===== config.mk =====
export PLATFORM = sky130hd
export DESIGN_NAME = writeback_unit
export DESIGN_NICKNAME = d
export VERILOG_FILES = /design/src/rtl/writeback_unit.sv
export SDC_FILE = /design/constraint.sdc
export NUM_CORES = 1
export LEC_CHECK = 0
export CORE_MARGIN = 10
export CORE_UTILIZATION = 60
export CTS_CLUSTER_DIAMETER = 30
export DETAILED_ROUTE_END_ITERATION = 12
export DONT_BUFFER_PORTS = 1
export PLACE_DENSITY = 0.76
export SETUP_SLACK_MARGIN = 0.2
export SLEW_MARGIN = 20
export SYNTH_ARGS = -nofsm -noshare
export SYNTH_HDL_FRONTEND = slang
export SYNTH_SLANG_ARGS = --single-unit

===== constraint.sdc =====
create_clock -name clock -period 5.6 [get_ports clock]
set_input_delay 1.12 -clock clock [delete_from_list [all_inputs] [get_ports clock]]
set_output_delay 1.12 -clock clock [all_outputs]
set_load 0.05 [all_outputs]

===== src/rtl/writeback_unit.sv =====
// Writeback unit: arbitrates ALU results against queued load results onto the
// register file's single registered write port, and tracks pending-load hazards.
module writeback_unit #(
  parameter int LQ_DEPTH     = 2,
  parameter int STARVE_LIMIT = 3
) (
  input  logic        clock,
  input  logic        reset,
  input  logic        alu_valid,
  output logic        alu_ready,
  input  logic [4:0]  alu_rd,
  input  logic [31:0] alu_data,
  input  logic        ld_valid,
  output logic        ld_ready,
  input  logic [4:0]  ld_rd,
  input  logic [31:0] ld_data,
  input  logic        issue_valid,
  input  logic [4:0]  issue_rd,
  input  logic [4:0]  chk_rs1,
  input  logic [4:0]  chk_rs2,
  output logic        rs1_busy,
  output logic        rs2_busy,
  output logic [4:0]  writereg,
  output logic [31:0] writedata,
  output logic        inEn
);

  localparam int              PTR_W      = (LQ_DEPTH > 1) ? $clog2(LQ_DEPTH) : 1;
  localparam logic [PTR_W:0]  LQ_FULL    = (PTR_W + 1)'(LQ_DEPTH);
  localparam logic [3:0]      STARVE_MAX = 4'(STARVE_LIMIT);

  typedef enum logic [1:0] {
    GNT_NONE,
    GNT_ALU,
    GNT_LD
  } grant_e;

  logic [4:0]       lq_rd_q   [LQ_DEPTH];
  logic [4:0]       lq_rd_d   [LQ_DEPTH];
  logic [31:0]      lq_data_q [LQ_DEPTH];
  logic [31:0]      lq_data_d [LQ_DEPTH];
  logic [PTR_W-1:0] wr_ptr_q, wr_ptr_d;
  logic [PTR_W-1:0] rd_ptr_q, rd_ptr_d;
  logic [PTR_W:0]   count_q, count_d;
  logic [3:0]       starve_cnt_q, starve_cnt_d;
  logic [31:0]      busy_q, busy_d;
  logic [4:0]       writereg_q, writereg_d;
  logic [31:0]      writedata_q, writedata_d;
  logic             in_en_q, in_en_d;

  grant_e      grant;
  logic        lq_empty, lq_full, push, pop;
  logic [4:0]  head_rd;
  logic [31:0] head_data;

  assign lq_empty  = (count_q == '0);
  assign lq_full   = (count_q == LQ_FULL);
  assign head_rd   = lq_rd_q[rd_ptr_q];
  assign head_data = lq_data_q[rd_ptr_q];

  // Loads win when the ALU is idle or has starved the queue head long enough.
  always_comb begin
    grant = GNT_NONE;
    if (!reset) begin
      if (!lq_empty && (!alu_valid || starve_cnt_q == STARVE_MAX)) grant = GNT_LD;
      else if (alu_valid)                                           grant = GNT_ALU;
    end
  end

  assign alu_ready = (grant == GNT_ALU);
  assign ld_ready  = reset || !lq_full;
  assign push      = ld_valid && !lq_full && !reset;
  assign pop       = (grant == GNT_LD);

  assign rs1_busy  = busy_q[chk_rs1];
  assign rs2_busy  = busy_q[chk_rs2];
  assign writereg  = writereg_q;
  assign writedata = writedata_q;
  assign inEn      = in_en_q;

  // NOTE: every always_comb output gets a default first so no path infers a latch.
  always_comb begin
    lq_rd_d   = lq_rd_q;
    lq_data_d = lq_data_q;
    wr_ptr_d  = wr_ptr_q;
    rd_ptr_d  = rd_ptr_q;
    count_d   = count_q;
    if (push) begin
      lq_rd_d[wr_ptr_q]   = ld_rd;
      lq_data_d[wr_ptr_q] = ld_data;
      wr_ptr_d            = wr_ptr_q + 1'b1;
    end
    if (pop) rd_ptr_d = rd_ptr_q + 1'b1;
    case ({push, pop})
      2'b10:   count_d = count_q + 1'b1;
      2'b01:   count_d = count_q - 1'b1;
      default: count_d = count_q;
    endcase
  end

  always_comb begin
    starve_cnt_d = starve_cnt_q;
    if (pop || lq_empty)
      starve_cnt_d = '0;
    else if (grant == GNT_ALU && starve_cnt_q != STARVE_MAX)
      starve_cnt_d = starve_cnt_q + 1'b1;
  end

  // Issue is applied after the grant clear so a same-cycle re-issue stays busy.
  always_comb begin
    busy_d = busy_q;
    if (pop) busy_d[head_rd] = 1'b0;
    if (issue_valid && issue_rd != 5'd0) busy_d[issue_rd] = 1'b1;
    busy_d[0] = 1'b0;
  end

  always_comb begin
    in_en_d     = 1'b0;
    writereg_d  = writereg_q;
    writedata_d = writedata_q;
    case (grant)
      GNT_LD: begin
        writereg_d  = head_rd;
        writedata_d = head_data;
        in_en_d     = (head_rd != 5'd0);
      end
      GNT_ALU: begin
        writereg_d  = alu_rd;
        writedata_d = alu_data;
        in_en_d     = (alu_rd != 5'd0);
      end
      default: ;
    endcase
  end

  // NOTE: sequential state uses non-blocking assignments so all flops update together.
  always_ff @(posedge clock) begin
    if (reset) begin
      wr_ptr_q     <= '0;
      rd_ptr_q     <= '0;
      count_q      <= '0;
      starve_cnt_q <= '0;
      busy_q       <= '0;
      writereg_q   <= '0;
      writedata_q  <= '0;
      in_en_q      <= 1'b0;
    end else begin
      wr_ptr_q     <= wr_ptr_d;
      rd_ptr_q     <= rd_ptr_d;
      count_q      <= count_d;
      starve_cnt_q <= starve_cnt_d;
      busy_q       <= busy_d;
      writereg_q   <= writereg_d;
      writedata_q  <= writedata_d;
      in_en_q      <= in_en_d;
    end
  end

  // NOTE: queue storage is not reset; an empty count makes stale entries unreachable.
  always_ff @(posedge clock) begin
    lq_rd_q   <= lq_rd_d;
    lq_data_q <= lq_data_d;
  end

endmodule

# Word-level counts from Yosys, hierarchy flattened
# Cells that the tools add are included.
# word_totals
register_bits	152
input_bits	94
output_inout_bits	42
elab_cells	90
# op_classes
addsub	5
n_lt_le_gt_ge	9
n_eq_ne	7
mux	29
n_bitwise	5
reduce_logical	22
# ops
cell	n
$mux 32	6
$bwmux 64	1
$pmux 32 s2	1
$and 32x32->32	1
$demux 32 s1	1
$not 32->32	1
$or 32x32->32	1
$lt 5x6->1 const B	4
$mux 5	4
$reduce_bool 5->1	3
$bmux 1 s5	2
$bwmux 10	1
$demux 1 s5	2
$ge 5x1->1 const B	2
$pmux 5 s2	1
$logic_and 1x1->1	8
$eq 2x2->1 const B	3
$demux 5 s1	1
$mux 1	5
$add 4x1->4 const B	1
$eq 2x1->1 const B	2
$eq 4x2->1 const B	1
$ge 2x2->1 const B	2
$logic_not 1->1	4
other kinds (13)	19

# Logic depth before layout (Yosys ltp)
# Gate-level depths: netlist of run 1.
# logic_depth
depth_word	13
mapped_depth	12
ltp_nobuf	10

# Worst setup path before layout of run 1
# Ideal clock, no wire load.
# synth_timing
path_type	input port to output port
from	input port chk_rs1[1]
to	output port rs1_busy
arrival_time_ps	2533
required_time_ps	4480
path_slack_ps	1947
cell_stages	5
path_buffers	1
path_cell_list	buf_2 > mux4_2 > nand2b_1 > o2111ai_1 > nand4_1
# synth_via
elab_chain_len	2
# synth_rtl
item	line_no	source
start: declaration	19	input logic [4:0] chk_rs1,
$bmux 1 s5	75	assign rs1_busy = busy_q[chk_rs1];
$mux 1 (implied by the code)	75	
end: declaration	21	output logic rs1_busy,
# Every way passes these cells. The select of a mux whose other input is x is not followed.

# Worst setup path in the final report of run 1
# layout_timing
from	register starve_cnt_q[0]
to	output port alu_ready
# layout_via
elab_chain_len	6
# layout_rtl
item	line_no	source
start: declaration	45	logic [3:0] starve_cnt_q, starve_cnt_d;
start signal: assignment	151	starve_cnt_q <= starve_cnt_d;
$eq 4x2->1	65	if (!lq_empty && (!alu_valid || starve_cnt_q == STARVE_MAX)) grant = GNT_LD;
$logic_or 1x1->1	65	
$logic_and 1x1->1	65	
$mux 2	65	
$mux 2	64	if (!reset) begin
$eq 2x1->1	70	assign alu_ready = (grant == GNT_ALU);
end: declaration	10	output logic alu_ready,
# Every way passes these cells.

==> reports/metrics.cfg, run 1 <==
[die]
start_util_pct=61.5
rows=38
die_w_um=125
die_area_um2=15700
io_pins=136
core_area_um2=10800
die_y_um=125

[critical_path]
crit_type=reg2out
required_ps=4480
ff2ff_path_depth=9
crit_arrival_ps=2680
startpoint_type=flip-flop
critPathLaunch=starve_cnt_q[0]
path_cells=ha_1, or3b_1, a21oi_1, nor3b_1, ha_4
endpoint_kind=output port
slowest_stage=ha_4
crit_path_max_incr_delay_ps=860
rr_startpoint=starve_cnt_q[0]
path_max_fanout=80

[route]
ant_nets=0
wirelength_mm=15.4
wl_per_cell_um=20.6
drtPass1Iterations=4
drt_iter0_markers=201
via_count=4485
drcViolationCount=0
via_per_inst=6.00

[synthesis]
syn-instance-count=609
synth_ff_type=dfxtp_1
yosysSeqAreaShare_pct=56.5
synth_nets=707
synth_edf_count=74
syn-cell-area_um2=6670
synth_top_area_share_pct=33.3
ys_types=40
synth_area_leader_cell=edfxtp_1
yosysWarnings=0
synth.area.top_cells=edfxtp_1, dfxtp_1, mux2i_1
ys_seq_elements=151
syn_avg_cell_area_um2=10.9
async_flop_share_pct=0

[sta]
worstMarginPinSlew_ps=959
rsz0062_at_grt=no
relSlewSlack_pct=36.0
skew_ps=15.9
hold_violations=0
setup_viol=0
final.setup.tns_ps=0
slew_viol_final=0
fmax_ghz=0.263
period_minus_slack_ps=3800
fin_crit_sh_pct=67.9

[final_layout]
final_area_um2=7230
regArea_um2=3760
multi_input_area_um2=2730
fill_cells=828
nNetsFinal=692
syn2layout_area_growth_pct=8.54
layout-drive-gt1-share_pct=9.06
antenna_cells=0

[power]
p_switching_mw=0.692
power_frac_clock_pct=38.7
netSwitchingFraction_pct=27.1
power_density_nw_per_um2=352
peakVddDrop_uv=235
total_power_mw=2.55
p_seq_share_pct=52.4
p_int_mw=1.86
p_leak_nw=2.55
combPwrFrac_pct=8.9

[global_route]
grt_max_degree=81
first_global_vias=4482
grt_pass1_wl_mm=23.6
grt-ovfl-total=0
antenna_found_initial=0
grt_use_total_pct=18.6

[flow_run]
maxCapViolCount=0

[placed_design]
port_buffers=0
placed_area_um2=6700
gp_congestion=0.905
post-dp-hpwl_mm=10.8

[status]
status=finished, final reports clean

[min_path]
min_from=starve_cnt_q[1]
holdCritPathClass=reg2reg
min_path_cells=2

[clock_network]
cts-resized-gates=0
cts_setup_buffers=0
cts_buffer_depth=2
cts_tree=built
insertion_delay_ps=520
cts_buffers=17
cts.sinks=151
h-tree-depth=4
cts_root_buf=clkbuf_8
cts_hold_buf=0
clk_pin_slew_ps=60

[synthesized netlist by cell type (3+ instances only)]
cell type,count
a211oi_1,3
a21oi_1,41
a22oi_1,4
buf_1,5
buf_2,11
buf_4,3
clkbuf_1,15
dfxtp_1,77
edfxtp_1,74
ha_1,4
inv_1,3
mux2_4,4
mux2i_1,89
mux4_2,6
nand2_1,75
nand2b_1,9
nand3_1,14
nand3_2,3
nand4_1,3
nor2_1,56
nor2b_1,7
nor3b_1,3
o21ai_1,68
or3_1,4
xnor2_1,3
xor2_1,3
[power groups by stage]
stage	clock, mW	combinational (mW)	sequential, mW
3_3_place_gp	0	0.218	1.36
6_report	0.986	0.227	1.34
5_1_grt	1.05	0.249	1.34
3_5_place_dp	0	0.225	1.36
4_1_cts	0.997	0.226	1.34
2_1_floorplan	0	0.205	1.34
[stage by stage]
step                std cells  util (%)  worst slack [ps]  hold WS [ps]
CTS                       746      66.6              1780           495
global placement          714      61.8              2030           462
finish                    747      66.7              1800           499
global route              747      66.7              1620           505
floorplan                 609         -              1950           454
detailed placement        714      61.8              1990           486
[registers in the layout, indices dropped and copies added, names as in the netlist]
signal and flops:
lq_data_q 64, writedata 32, lq_rd_q 10, rd_ptr_q 1, count_q 2, starve_cnt_q 4, busy_q 31, inEn 1
writereg 5, wr_ptr_q 1
[kinds of logic after synthesis]
logic type / count (synthesis) / share of synthesized area, %
AO/OA/AOI/OAI: 123 / 9.72
adder cells (fa/ha/maj): 4 / 0.751
flip-flops: 151 / 56.5
multiplexers: 102 / 17.0
XOR/XNOR: 6 / 0.789
buffers and inverters: 41 / 2.91
AND/OR/NAND/NOR: 182 / 12.3
[worst max-delay path, delay by kind of cell (launching register included)]
family                   cells  cell delay (ps)
adder cells (fa/ha/maj)      2             1080
flip-flops                   1              340
AO/OA/AOI/OAI                1               90
AND/OR/NAND/NOR              2              660
[path summary, 6_finish.rpt]
kind,to,slack (ps)
hold / removal,starve_cnt_q[1],500
setup / recovery,alu_ready,1800
hold reg to reg,starve_cnt_q[1],500
setup reg to reg,starve_cnt_q[2],2700
[cell type report]
class	count	area share, %
clock inverter	13	1.35
clock buffer	19	5.83
timing repair buffer	2	0.380
sequential	151	52.0
inverter	5	0.259
multi-input combinational	417	37.7
tap	140	2.42
[cell usage in the layout (no fill, tap or decap), types with 3 or more instances in the layout]
master      count
o21ai_1        68
nor2b_1         7
nand3_2         3
clkbuf_16      16
nand3_1        14
a22oi_1         4
mux2_4          4
a211oi_1        3
nand2_1        75
or3_1           4
a21oi_1        41
nand2b_1        9
xor2_1          3
clkinvlp_4      6
nand4_1         3
xnor2_1         3
dfxtp_1        76
mux4_2          6
inv_6           4
edfxtp_1       74
nor3b_1         3
ha_1            3
nor2_1         55
mux2i_1        89
inv_1           3
[layer usage]
layer  GRT usage, %  share of wire (%)  up-vias
met4           5.56                1.1        0
met2           32.4                 51      151
li1               -                  -     2156
met3           9.93                 11       15
met5              0                  0        -
met1           18.9                 37     2163
No activity file was read; power rests on OpenSTA's default activity.
==> run 2: changes to the inputs <==
--- a/config.mk
+++ b/config.mk
@@ -6,11 +6,11 @@
 export NUM_CORES = 1
 export LEC_CHECK = 0
 export CORE_MARGIN = 10
-export CORE_UTILIZATION = 60
+export CORE_UTILIZATION = 57
 export CTS_CLUSTER_DIAMETER = 30
 export DETAILED_ROUTE_END_ITERATION = 12
 export DONT_BUFFER_PORTS = 1
-export PLACE_DENSITY = 0.76
+export PLACE_DENSITY = 0.75
 export SETUP_SLACK_MARGIN = 0.2
 export SLEW_MARGIN = 20
 export SYNTH_ARGS = -nofsm -noshare
==> constraint.sdc (replaced) <==
create_clock -name clock -period 3.2 [get_ports clock]
set_input_delay 0.64 -clock clock [delete_from_list [all_inputs] [get_ports clock]]
set_output_delay 0.64 -clock clock [all_outputs]
set_load 0.05 [all_outputs]
==> reports/metrics.cfg, run 2 (same netlist as run 1, synthesis figures left out) <==
[global_route]
grt_pass1_wl_mm=24.9
antenna_found_initial=0
grt_max_degree=79
grt-ovfl-total=0
first_global_vias=4798
grt_use_total_pct=19.2

[critical_path]
crit_type=reg2out
critPathLaunch=starve_cnt_q[0]
path_max_fanout=18
crit_arrival_ps=2230
required_ps=2560
startpoint_type=flip-flop
rr_startpoint=starve_cnt_q[0]
endpoint_kind=output port

[power]
power_frac_clock_pct=40.6
combPwrFrac_pct=9.0
total_power_mw=4.64
p_seq_share_pct=50.4
netSwitchingFraction_pct=25.6
p_int_mw=3.45
power_density_nw_per_um2=632
peakVddDrop_uv=449
p_leak_nw=2.61
p_switching_mw=1.19

[final_layout]
utilization_pct=64.3
layout-drive-gt1-share_pct=9.14
top_register=lq_data_q
largest_reg_flops=64
final_common_cell=mux2i_1
syn2layout_area_growth_pct=10.2
antenna_cells=0
nNetsFinal=698
final_cell_mix=mux2i_1, dfxtp_1, nand2_1

[sta]
period_minus_slack_ps=2870
holdWs_ps=298
slew_viol_final=0
fmax_ghz=0.349
hold_violations=0
fin_crit_sh_pct=89.6
rsz0062_at_grt=no
relSlewSlack_pct=50.1
skew_ps=16.7
setup_slack_ps=334
worstMarginPinSlew_ps=747
final.setup.tns_ps=0
setup_viol=0

[clock_network]
cts_tree=built
insertion_delay_ps=420
cts_root_buf=clkbuf_16
cts.sinks=151
cts_buffers=17
cts-resized-gates=0
clk_pin_slew_ps=60
cts_buffer_depth=2
cts_hold_buf=0
h-tree-depth=4

[min_path]
min_from=reset
holdCritPathClass=in2reg

[placed_design]
dp_slack_ps=597
port_buffers=0
gp_congestion=0.900
post-dp-hpwl_mm=10.8

[route]
drtPass1Iterations=5
wirelength_mm=15.7
wl_per_cell_um=20.7
drcViolationCount=0
via_count=4535
via_per_inst=6.00
drt_iter0_markers=423
ant_nets=0

[die]
die_area_um2=16400
core_area_um2=11400
start_util_pct=58.4
die_y_um=128
io_pins=136
die_w_um=128
rows=39

[flow_run]
maxCapViolCount=0

[status]
status=finished, final reports clean

[run 2: what timing repair did]
item / 4_1_cts / 5_1_grt
endpoints found under the setup margin: 0 / 1
buffers inserted: 0 / 1
hold endpoints to repair: 0 / 0
[run 2: worst paths after layout]
check / to / cells after the start / slack, ps
worst min register to register: starve_cnt_q[1] / 2 / 500
worst max register to register: count_q[1] / 9 / 480
worst min-delay path: wr_ptr_q / 1 / 300
worst max-delay path: alu_ready / 5 / 330
[run 2: area by class of cell]
cell class | count | area (um^2)
Timing Repair Buffer | 8 | 101
Fill cell | 920 | 4070
Clock buffer | 24 | 452
Tap cell | 143 | 179
Inverter | 5 | 18.8
Sequential cell | 151 | 3760
Clock inverter | 8 | 101
Multi-Input combinational cell | 417 | 2730
[run 2: worst max-delay path, cell delays in order, from the launching register on]
cell and delay, ps:
dfxtp_1 330, ha_1 210, or3b_1 210, a21oi_1 100
nor3b_1 460, ha_4 480
[run 2: layer usage]
metal / GRT usage [%] / vias to the layer above / part of all wire [%]
met5: 0 / - / 0
met4: 6.69 / 0 / 1.2
met3: 9.68 / 19 / 12
met2: 31.4 / 197 / 50
met1: 21.2 / 2150 / 37
li1: - / 2169 / -
[run 2: through the flow]
stage / cell area, um^2 / cells
2_1_floorplan: 6670 / 609
3_3_place_gp: 6780 / 723
3_5_place_dp: 6780 / 723
4_1_cts: 7330 / 755
5_1_grt: 7350 / 756
6_report: 7350 / 756
[run 2: power by group through the flow]
stage | clock (mW) | combinational, mW | sequential (mW)
after floorplan | 0 | 0.359 | 2.35
final | 1.88 | 0.417 | 2.34
after global routing | 1.98 | 0.460 | 2.35
after detailed placement | 0 | 0.410 | 2.38
after global placement | 0 | 0.394 | 2.38
after CTS | 1.90 | 0.414 | 2.34
